## config.mk

```make
export PLATFORM = sky130hd
export DESIGN_NAME = bp_be_wb_merge_flat
export DESIGN_NICKNAME = d
export VERILOG_FILES = /design/src/rtl/bp_be_wb_merge_if.sv /design/src/rtl/bp_be_wb_merge.sv /design/src/flat_wrapper.sv
export SDC_FILE = /design/constraint.sdc
export NUM_CORES = 1
export LEC_CHECK = 0
export CORE_MARGIN = 8
export CORE_UTILIZATION = 30
export DETAILED_ROUTE_END_ITERATION = 8
export GPL_TIMING_DRIVEN = 0
export MAX_ROUTING_LAYER = met4
export PLACE_DENSITY = 0.63
export SYNTH_ARGS = -nofsm -noshare
export SYNTH_HDL_FRONTEND = slang
export SYNTH_SLANG_ARGS = --single-unit
```

## constraint.sdc

```tcl
create_clock -name clk_i -period 6.55 [get_ports clk_i]
set_input_delay 1.31 -clock clk_i [delete_from_list [all_inputs] [get_ports clk_i]]
set_output_delay 1.31 -clock clk_i [all_outputs]
set_load 0.02 [all_outputs]
```

## src/rtl/bp_be_wb_merge_if.sv

```systemverilog
// Writeback merge bus: two in-order pipe lanes, a late-return stream and the two regfile write ports.
// late_v_i/late_ready_o form a valid/ready handshake. A beat transfers on a cycle where both are high, and the producer holds addr/data stable while valid waits.
interface bp_be_wb_merge_if #(
  parameter int data_width_p     = 64,
  parameter int reg_addr_width_p = 5,
  parameter int late_fifo_els_p  = 4
);
  localparam int count_width_lp = $clog2(late_fifo_els_p + 1);

  logic [1:0]                             pipe_v_i;
  logic [1:0][reg_addr_width_p-1:0]       pipe_addr_i;
  logic [1:0][data_width_p-1:0]           pipe_data_i;
  logic                                   late_v_i;
  logic [reg_addr_width_p-1:0]            late_addr_i;
  logic [data_width_p-1:0]                late_data_i;
  logic                                   late_ready_o;
  logic [1:0]                             rd_w_v_o;
  logic [1:0][reg_addr_width_p-1:0]       rd_addr_o;
  logic [1:0][data_width_p-1:0]           rd_data_o;
  logic [count_width_lp-1:0]              late_count_o;

  modport master (
    output pipe_v_i, pipe_addr_i, pipe_data_i, late_v_i, late_addr_i, late_data_i,
    input  late_ready_o, rd_w_v_o, rd_addr_o, rd_data_o, late_count_o
  );

  modport slave (
    input  pipe_v_i, pipe_addr_i, pipe_data_i, late_v_i, late_addr_i, late_data_i,
    output late_ready_o, rd_w_v_o, rd_addr_o, rd_data_o, late_count_o
  );
endinterface

```

## src/rtl/bp_be_wb_merge.sv

```systemverilog
// Writeback merge: filters the two pipe lanes, buffers late returns in a small FIFO and
// registers up to two WAW-free regfile writes per cycle.
module bp_be_wb_merge #(
  parameter int data_width_p     = 64,
  parameter int reg_addr_width_p = 5,
  parameter int late_fifo_els_p  = 4,
  parameter bit zero_x0_p        = 1'b1
) (
  input logic             clk_i,
  input logic             reset_n_i,
  bp_be_wb_merge_if.slave wb
);
  localparam int ptr_width_lp   = $clog2(late_fifo_els_p);
  localparam int count_width_lp = $clog2(late_fifo_els_p + 1);

  logic [reg_addr_width_p-1:0] fifo_addr [late_fifo_els_p];
  logic [data_width_p-1:0]     fifo_data [late_fifo_els_p];
  logic [ptr_width_lp-1:0]     wr_ptr, rd_ptr;
  logic [count_width_lp-1:0]   count;

  logic [1:0]                       out_v;
  logic [1:0][reg_addr_width_p-1:0] out_addr;
  logic [1:0][data_width_p-1:0]     out_data;

  logic [1:0]                  lane_ok, surv;
  logic                        head_v, head_hit, head_port0, head_port1, pop;
  logic                        late_ready, enq_store;
  logic [reg_addr_width_p-1:0] head_addr;
  logic [data_width_p-1:0]     head_data;

  always_comb begin
    for (int k = 0; k < 2; k++) begin
      lane_ok[k] = wb.pipe_v_i[k] & ~(zero_x0_p & (wb.pipe_addr_i[k] == '0));
    end
    // Same-cycle WAW between lanes: the younger lane 1 wins.
    surv[1] = lane_ok[1];
    surv[0] = lane_ok[0] & ~(lane_ok[1] & (wb.pipe_addr_i[0] == wb.pipe_addr_i[1]));

    head_v    = (count != '0);
    head_addr = fifo_addr[rd_ptr];
    head_data = fifo_data[rd_ptr];
    // A pipe write to the head's register is newer, so the head write is dead.
    head_hit   = head_v & ((surv[0] & (wb.pipe_addr_i[0] == head_addr)) |
                           (surv[1] & (wb.pipe_addr_i[1] == head_addr)));
    head_port0 = head_v & ~head_hit & ~surv[0];
    head_port1 = head_v & ~head_hit & surv[0] & ~surv[1];
    pop        = head_hit | head_port0 | head_port1;

    late_ready = reset_n_i & (count < count_width_lp'(late_fifo_els_p));
    enq_store  = wb.late_v_i & late_ready & ~(zero_x0_p & (wb.late_addr_i == '0));
  end

  always_ff @(posedge clk_i) begin
    if (enq_store) begin
      fifo_addr[wr_ptr] <= wb.late_addr_i;
      fifo_data[wr_ptr] <= wb.late_data_i;
    end
  end

  always_ff @(posedge clk_i or negedge reset_n_i) begin
    if (!reset_n_i) begin
      wr_ptr   <= '0;
      rd_ptr   <= '0;
      count    <= '0;
      out_v    <= '0;
      out_addr <= '0;
      out_data <= '0;
    end else begin
      if (enq_store) begin
        wr_ptr <= (wr_ptr == ptr_width_lp'(late_fifo_els_p - 1)) ? '0 : wr_ptr + 1'b1;
      end
      if (pop) begin
        rd_ptr <= (rd_ptr == ptr_width_lp'(late_fifo_els_p - 1)) ? '0 : rd_ptr + 1'b1;
      end
      case ({enq_store, pop})
        2'b10:   count <= count + 1'b1;
        2'b01:   count <= count - 1'b1;
        default: count <= count;
      endcase

      out_v <= {surv[1] | head_port1, surv[0] | head_port0};
      if (surv[0]) begin
        out_addr[0] <= wb.pipe_addr_i[0];
        out_data[0] <= wb.pipe_data_i[0];
      end else if (head_port0) begin
        out_addr[0] <= head_addr;
        out_data[0] <= head_data;
      end
      if (surv[1]) begin
        out_addr[1] <= wb.pipe_addr_i[1];
        out_data[1] <= wb.pipe_data_i[1];
      end else if (head_port1) begin
        out_addr[1] <= head_addr;
        out_data[1] <= head_data;
      end
    end
  end

  assign wb.late_ready_o = late_ready;
  assign wb.late_count_o = count;
  assign wb.rd_w_v_o     = out_v;
  assign wb.rd_addr_o    = out_addr;
  assign wb.rd_data_o    = out_data;
endmodule

```

## src/flat_wrapper.sv

```systemverilog
// flat-port wrapper written by rule: the top's interface ports become plain ports
module bp_be_wb_merge_flat 
#(
  parameter int data_width_p     = 64,
  parameter int reg_addr_width_p = 5,
  parameter int late_fifo_els_p  = 4,
  parameter bit zero_x0_p        = 1'b1
)
  (clk_i, reset_n_i, wb_pipe_v_i, wb_pipe_addr_i, wb_pipe_data_i, wb_late_v_i, wb_late_addr_i, wb_late_data_i, wb_late_ready_o, wb_rd_w_v_o, wb_rd_addr_o, wb_rd_data_o, wb_late_count_o);
  bp_be_wb_merge_if #(.data_width_p(data_width_p), .reg_addr_width_p(reg_addr_width_p), .late_fifo_els_p(late_fifo_els_p)) wb_i ();
  input logic clk_i;
  input logic reset_n_i;
  input wire logic [$bits(wb_i.pipe_v_i)-1:0] wb_pipe_v_i;
  input wire logic [$bits(wb_i.pipe_addr_i)-1:0] wb_pipe_addr_i;
  input wire logic [$bits(wb_i.pipe_data_i)-1:0] wb_pipe_data_i;
  input wire logic [$bits(wb_i.late_v_i)-1:0] wb_late_v_i;
  input wire logic [$bits(wb_i.late_addr_i)-1:0] wb_late_addr_i;
  input wire logic [$bits(wb_i.late_data_i)-1:0] wb_late_data_i;
  output wire logic [$bits(wb_i.late_ready_o)-1:0] wb_late_ready_o;
  output wire logic [$bits(wb_i.rd_w_v_o)-1:0] wb_rd_w_v_o;
  output wire logic [$bits(wb_i.rd_addr_o)-1:0] wb_rd_addr_o;
  output wire logic [$bits(wb_i.rd_data_o)-1:0] wb_rd_data_o;
  output wire logic [$bits(wb_i.late_count_o)-1:0] wb_late_count_o;
  assign wb_i.pipe_v_i = wb_pipe_v_i;
  assign wb_i.pipe_addr_i = wb_pipe_addr_i;
  assign wb_i.pipe_data_i = wb_pipe_data_i;
  assign wb_i.late_v_i = wb_late_v_i;
  assign wb_i.late_addr_i = wb_late_addr_i;
  assign wb_i.late_data_i = wb_late_data_i;
  assign wb_late_ready_o = wb_i.late_ready_o;
  assign wb_rd_w_v_o = wb_i.rd_w_v_o;
  assign wb_rd_addr_o = wb_i.rd_addr_o;
  assign wb_rd_data_o = wb_i.rd_data_o;
  assign wb_late_count_o = wb_i.late_count_o;
  bp_be_wb_merge #(.data_width_p(data_width_p), .reg_addr_width_p(reg_addr_width_p), .late_fifo_els_p(late_fifo_els_p), .zero_x0_p(zero_x0_p)) u_core (.clk_i(clk_i), .reset_n_i(reset_n_i), .wb(wb_i));
endmodule
```

==> reports/metrics.cfg <==
[outcome]
status = complete, but fails checks
violations = capacitance limit, slew limit

[critical_path]
end_kind = flip-flop
crit_type = primary input to flip-flop
cp_max_fo = 10
start_kind = primary input
cp.required_ns = 7.05
rr_worst_depth = 10
cp.arrival_ns = 5.18

[cts]
root_buffer = clkbuf_16
cts_sinks = 423
cts_setup_buffers = 0
clkTransAtPathRegs_ns = 0.06
clock_latency_ns = 0.58
clk_path_buf_depth = 3
htree_levels = 2
post_cts_resize_count = 0
cts-buffers-inserted = 48
postCtsHoldBufs = 0
cts_tree = yes

[route]
drc = 0
final_antenna_net_count = 0
routed_wl_um = 56000
wire_per_inst_um = 23.2
drt_iter0_drc = 855
vias_per_cell = 4.96
vias = 12000
dr.pass1.iters = 5

[layout]
layout-drive-gt1-share_pct = 11.0
utilization_pct = 41.5
layout_commonest_cell = clkdlybuf4s50_1
final_cell_mix = clkdlybuf4s50_1, edfxtp_1, nand2_1, dfrtp_1, nor2_1
layout.cells.non_filler = 2410
nets = 1829
final_area_um2 = 23300
area_delta_synth_final_pct = 36.8

[timing]
max_freq_ghz = 0.214
fin_tns_setup_ns = 0
setup_viol = 0
worst_clock_skew_ns = 0.0172
setup_slack_ns = 1.88
drv_slew = 11
period_needed_ns = 4.67
whs_ns = 0.518
rsz0062_at_grt = no
fin_crit_sh_pct = 71.4
tightest_slew_ns = 1.51
hold_violations = 0
max_slew_margin_pct = -0.826

[die]
die_area_um2 = 64800
io_pins = 356
die_h_um = 255
start_util_pct = 30.3
core_area_um2 = 56300
rows = 87
die_w_um = 255

[power_and_ir_drop]
ir_drop_mv = 0.216
p_total_mw = 9.84
leakage_nw = 8.19
power.density_nw_per_um2 = 422

[synth]
synth-seq-area-share_pct = 70.1
yosysWarningCount = 0
synth.cell_area_um2 = 17100
syn_area_per_cell_um2 = 14.2
synthDistinctLibCells = 37
syn-num-nets = 1420
synthCells = 1201
ys_ff_latch = 423

[place]
portBuffers = 353
place_ws_ns = 1.03
place_congestion = 0.836
placed_cell_area_um2 = 21700
hpwlAfterDp_um = 39800
dp_cells = 2316

[global_routing]
grt_usage_pct = 17.4
grt_pass1_wl_um = 81700
grt_max_degree = 105
antenna_found_initial = 6
grt_pass1_vias = 12800
overflow = 0

[flow_run]
drv_cap = 1

[min_path]
worstHoldPathType = flip-flop to flip-flop
holdPathStages = 1

routing by layer:
metal / GRT usage, % / routed length, um / share of wire (%)
met1: 22.2 / 23800 / 42
met2: 28.3 / 27400 / 49
met3: 3.45 / 3650 / 6.5
met4: 4.73 / 1190 / 2.1
met5: - / 0 / 0
report_power, final:
part | leakage, nW | internal, mW | switching, mW | total, mW
logic | 3.24 | 1.50 | 2.08 | 3.58
registers | 4.17 | 3.30 | 0.217 | 3.52
clock network | 0.779 | 1.65 | 1.09 | 2.74
total | 8.19 | 6.46 | 3.38 | 9.84
worst paths after layout:
path                                        start                        to  slack (ns)
setup / recovery                wb_pipe_addr_i[6]  u_core.wb.rd_data_o[126]        1.88
hold / removal             u_core.wb.rd_addr_o[9]    u_core.wb.rd_addr_o[9]        0.52
setup reg to reg                 u_core.rd_ptr[0]  u_core.wb.rd_data_o[126]        2.84
hold reg to reg            u_core.wb.rd_addr_o[9]    u_core.wb.rd_addr_o[9]        0.52
max in group asynchronous               reset_n_i   u_core.wb.rd_data_o[91]        4.99
min in group asynchronous               reset_n_i   u_core.wb.rd_data_o[42]        0.62
final cells by class:
type	instances	area, um2
Multi-Input combinational cell	680	4680
Clock inverter	24	294
Tap cell	756	946
Clock buffer	66	1320
Fill cell	5238	32900
Sequential cell	423	12000
Buffer	90	403
Antenna cell	4	10.0
Inverter	8	30.0
Timing Repair Buffer	359	3690
critical path, stage by stage:
cell and delay, ns:
clkdlybuf4s50_1 0.62, or4_4 0.20, o21ai_4 0.09, o31ai_2 0.86, nor3_4 0.11, nor3_4 0.64, buf_2 0.54, buf_2 0.44
a31oi_1 0.17, a21oi_1 0.18
cell usage after synthesis:
library cell,instances,share of area [%]
buf_4,12,0.53
or3_1,1,0.037
ha_1,6,0.44
nor3_1,7,0.21
inv_1,8,0.18
or4_4,1,0.066
o21a_1,2,0.088
buf_1,2,0.044
o21ai_4,1,0.095
dfrtp_1,147,22
nand2_1,147,3.2
and2_1,4,0.15
edfxtp_1,276,49
mux2i_1,1,0.059
fa_1,1,0.12
a21o_1,1,0.044
a31oi_1,133,4.9
nand4_1,2,0.073
a221o_1,5,0.29
xnor2_1,14,0.72
or3_4,1,0.066
o31ai_2,1,0.073
buf_2,10,0.29
or4_1,1,0.044
nor3_4,2,0.19
nand3_1,1,0.029
o21ai_0,26,0.76
mux4_2,69,9.1
o21ai_1,41,1.2
clkbuf_1,65,1.4
nor3_2,1,0.059
xor2_1,4,0.21
buf_6,1,0.066
mux2_2,2,0.13
nor2_1,138,3.0
a21oi_1,66,1.9
nor2b_1,1,0.037
registers in the layout (all words and copies together) (netlist names):
name                    cells
u_core.wr_ptr               2
u_core.wb.late_count_o      3
u_core.wb.rd_data_o       128
u_core.rd_ptr               2
u_core.wb.rd_w_v_o          2
u_core.wb.rd_addr_o        10
u_core.fifo_data          256
u_core.fifo_addr           20
cell families after synthesis:
family,synth area share [%]
and+or+nand+nor,7.22
buffers and inverters,2.54
DFF,70.1
AOI/OAI and AO/OA,9.37
adders and majority gates,0.557
muxes,9.29
xor gates and xnor gates,0.924
No activity file was read; power rests on OpenSTA's default activity.
==> RTL change, RTL diff (config.mk and constraints unchanged) <==
`reg_addr_width_p` is set to 5 in 3 places; all go to 4.
--- a/src/rtl/bp_be_wb_merge_if.sv
+++ b/src/rtl/bp_be_wb_merge_if.sv
@@ -4,3 +4,3 @@
   parameter int data_width_p     = 64,
-  parameter int reg_addr_width_p = 5,
+  parameter int reg_addr_width_p = 4,
   parameter int late_fifo_els_p  = 4
--- a/src/rtl/bp_be_wb_merge.sv
+++ b/src/rtl/bp_be_wb_merge.sv
@@ -4,3 +4,3 @@
   parameter int data_width_p     = 64,
-  parameter int reg_addr_width_p = 5,
+  parameter int reg_addr_width_p = 4,
   parameter int late_fifo_els_p  = 4,
--- a/src/flat_wrapper.sv
+++ b/src/flat_wrapper.sv
@@ -4,3 +4,3 @@
   parameter int data_width_p     = 64,
-  parameter int reg_addr_width_p = 5,
+  parameter int reg_addr_width_p = 4,
   parameter int late_fifo_els_p  = 4,
Interface: changed (resized wb_late_addr_i, wb_pipe_addr_i and wb_rd_addr_o); port bits go from 356 to 351. The function was not compared with the original's and may differ.
==> RTL change against the unedited design <==
  * Critical path depth fell by 6
  * Routed wire length rose by 4.0%
  * Clock power fell by 5%
  * Largest cell class unchanged
  * First-iteration DRC count fell by 8.8%
  * Highest routed layer unchanged
  * Synthesized area fell by 0.16%
  * Synthesized cell count fell by 0.75%
  * Non-clock buffer count rose by 4
  * Total power fell by 1.5%
  * Sequential cell count fell by 6
  * Final area fell by 0.86%
  * Sequential power fell by 1%
  * Setup slack improved by 0.34 ns
==> RTL change: results (changes against the unedited design) <==
| Metric | Value |
|---|---|
| Post-place instance area | 21600 sq um (-0.53%) |
| Met2 Use GR | 29.0% (+0.68 points) |
| Synth top area cells | edfxtp_1 48%, dfrtp_1 21%, mux4_2 9.0% |
| Sequential share of the synthesized area | 69.2% (-0.89 points) |
| Port buffer count | 346 (-2.0%) |
| WHS Endpoint | u_core.wb.rd_addr_o[6] |
| Run status | finished clean |
| XOR/XNOR share of the synthesized area | 0.771% (-0.15 points) |
| Initial antenna violation count | 4 (-2) |
| Flops & latches, synth | 417 (-1.4%) |
| Bufs w/o clock | 453 (+0.89%) |
| DP Worst Slack | 1.63 ns (+0.601 ns) |
| Crit path DAT | 3.03 ns (-2.15 ns) |
| First-pass GRT wire length | 84400 microns (+3.2%) |
| Metal2 WL | 27900 microns (+2.0%) |
| Final core utilization | 41.1% (-0.36 points) |
| Vias in the first global route | 12900 (+0.91%) |
| Routed wl met3 | 3420 microns (-6.1%) |
| Fillers | 5274 (+0.69%) |
| Cells after DPL | 2299 (-0.73%) |
| P_comb | 3620 uW (+1%) |
| Max-slew headroom | 18.8% (+20 points) |
| DR WL/cell | 24.4 microns (+4.9%) |
| Crit path time final | 4.34 ns (-0.338 ns) |
| Met1 wire length | 25500 microns (+7.3%) |
| Antenna diode count | 6 (+2) |
| Vias per Instance | 5.03 (+1.3%) |
| R2R cell count | 9 (-1) |
[RTL change: cell count changes in the layout (fill, tap and decap cells not counted), sizes merged, moves of 5 or more]
| cell | before | now |
|---|---|---|
| clkdlybuf4s50 | 352 | 345 |
| a31oi | 133 | 69 |
| clkbuf | 131 | 137 |
| xor2 | 4 | 9 |
| buf | 32 | 37 |
| nor3 | 10 | 2 |
| xnor2 | 14 | 6 |
| a41oi | 0 | 67 |
| nand2 | 147 | 140 |
| a221o | 5 | 0 |
[RTL change: worst max path at each step]
stage | to | slack [ns] | cells past startpoint
CTS | wb_late_ready_o | 2.07 | 4
global placement | u_core.fifo_data[1][28] | -5.18 | 5
floorplan | u_core.fifo_addr[0][0] | 2.41 | 4
detailed placement | u_core.wb.rd_data_o[27] | 1.63 | 8
global route | wb_late_ready_o | 1.97 | 4
finish | wb_late_ready_o | 2.21 | 4
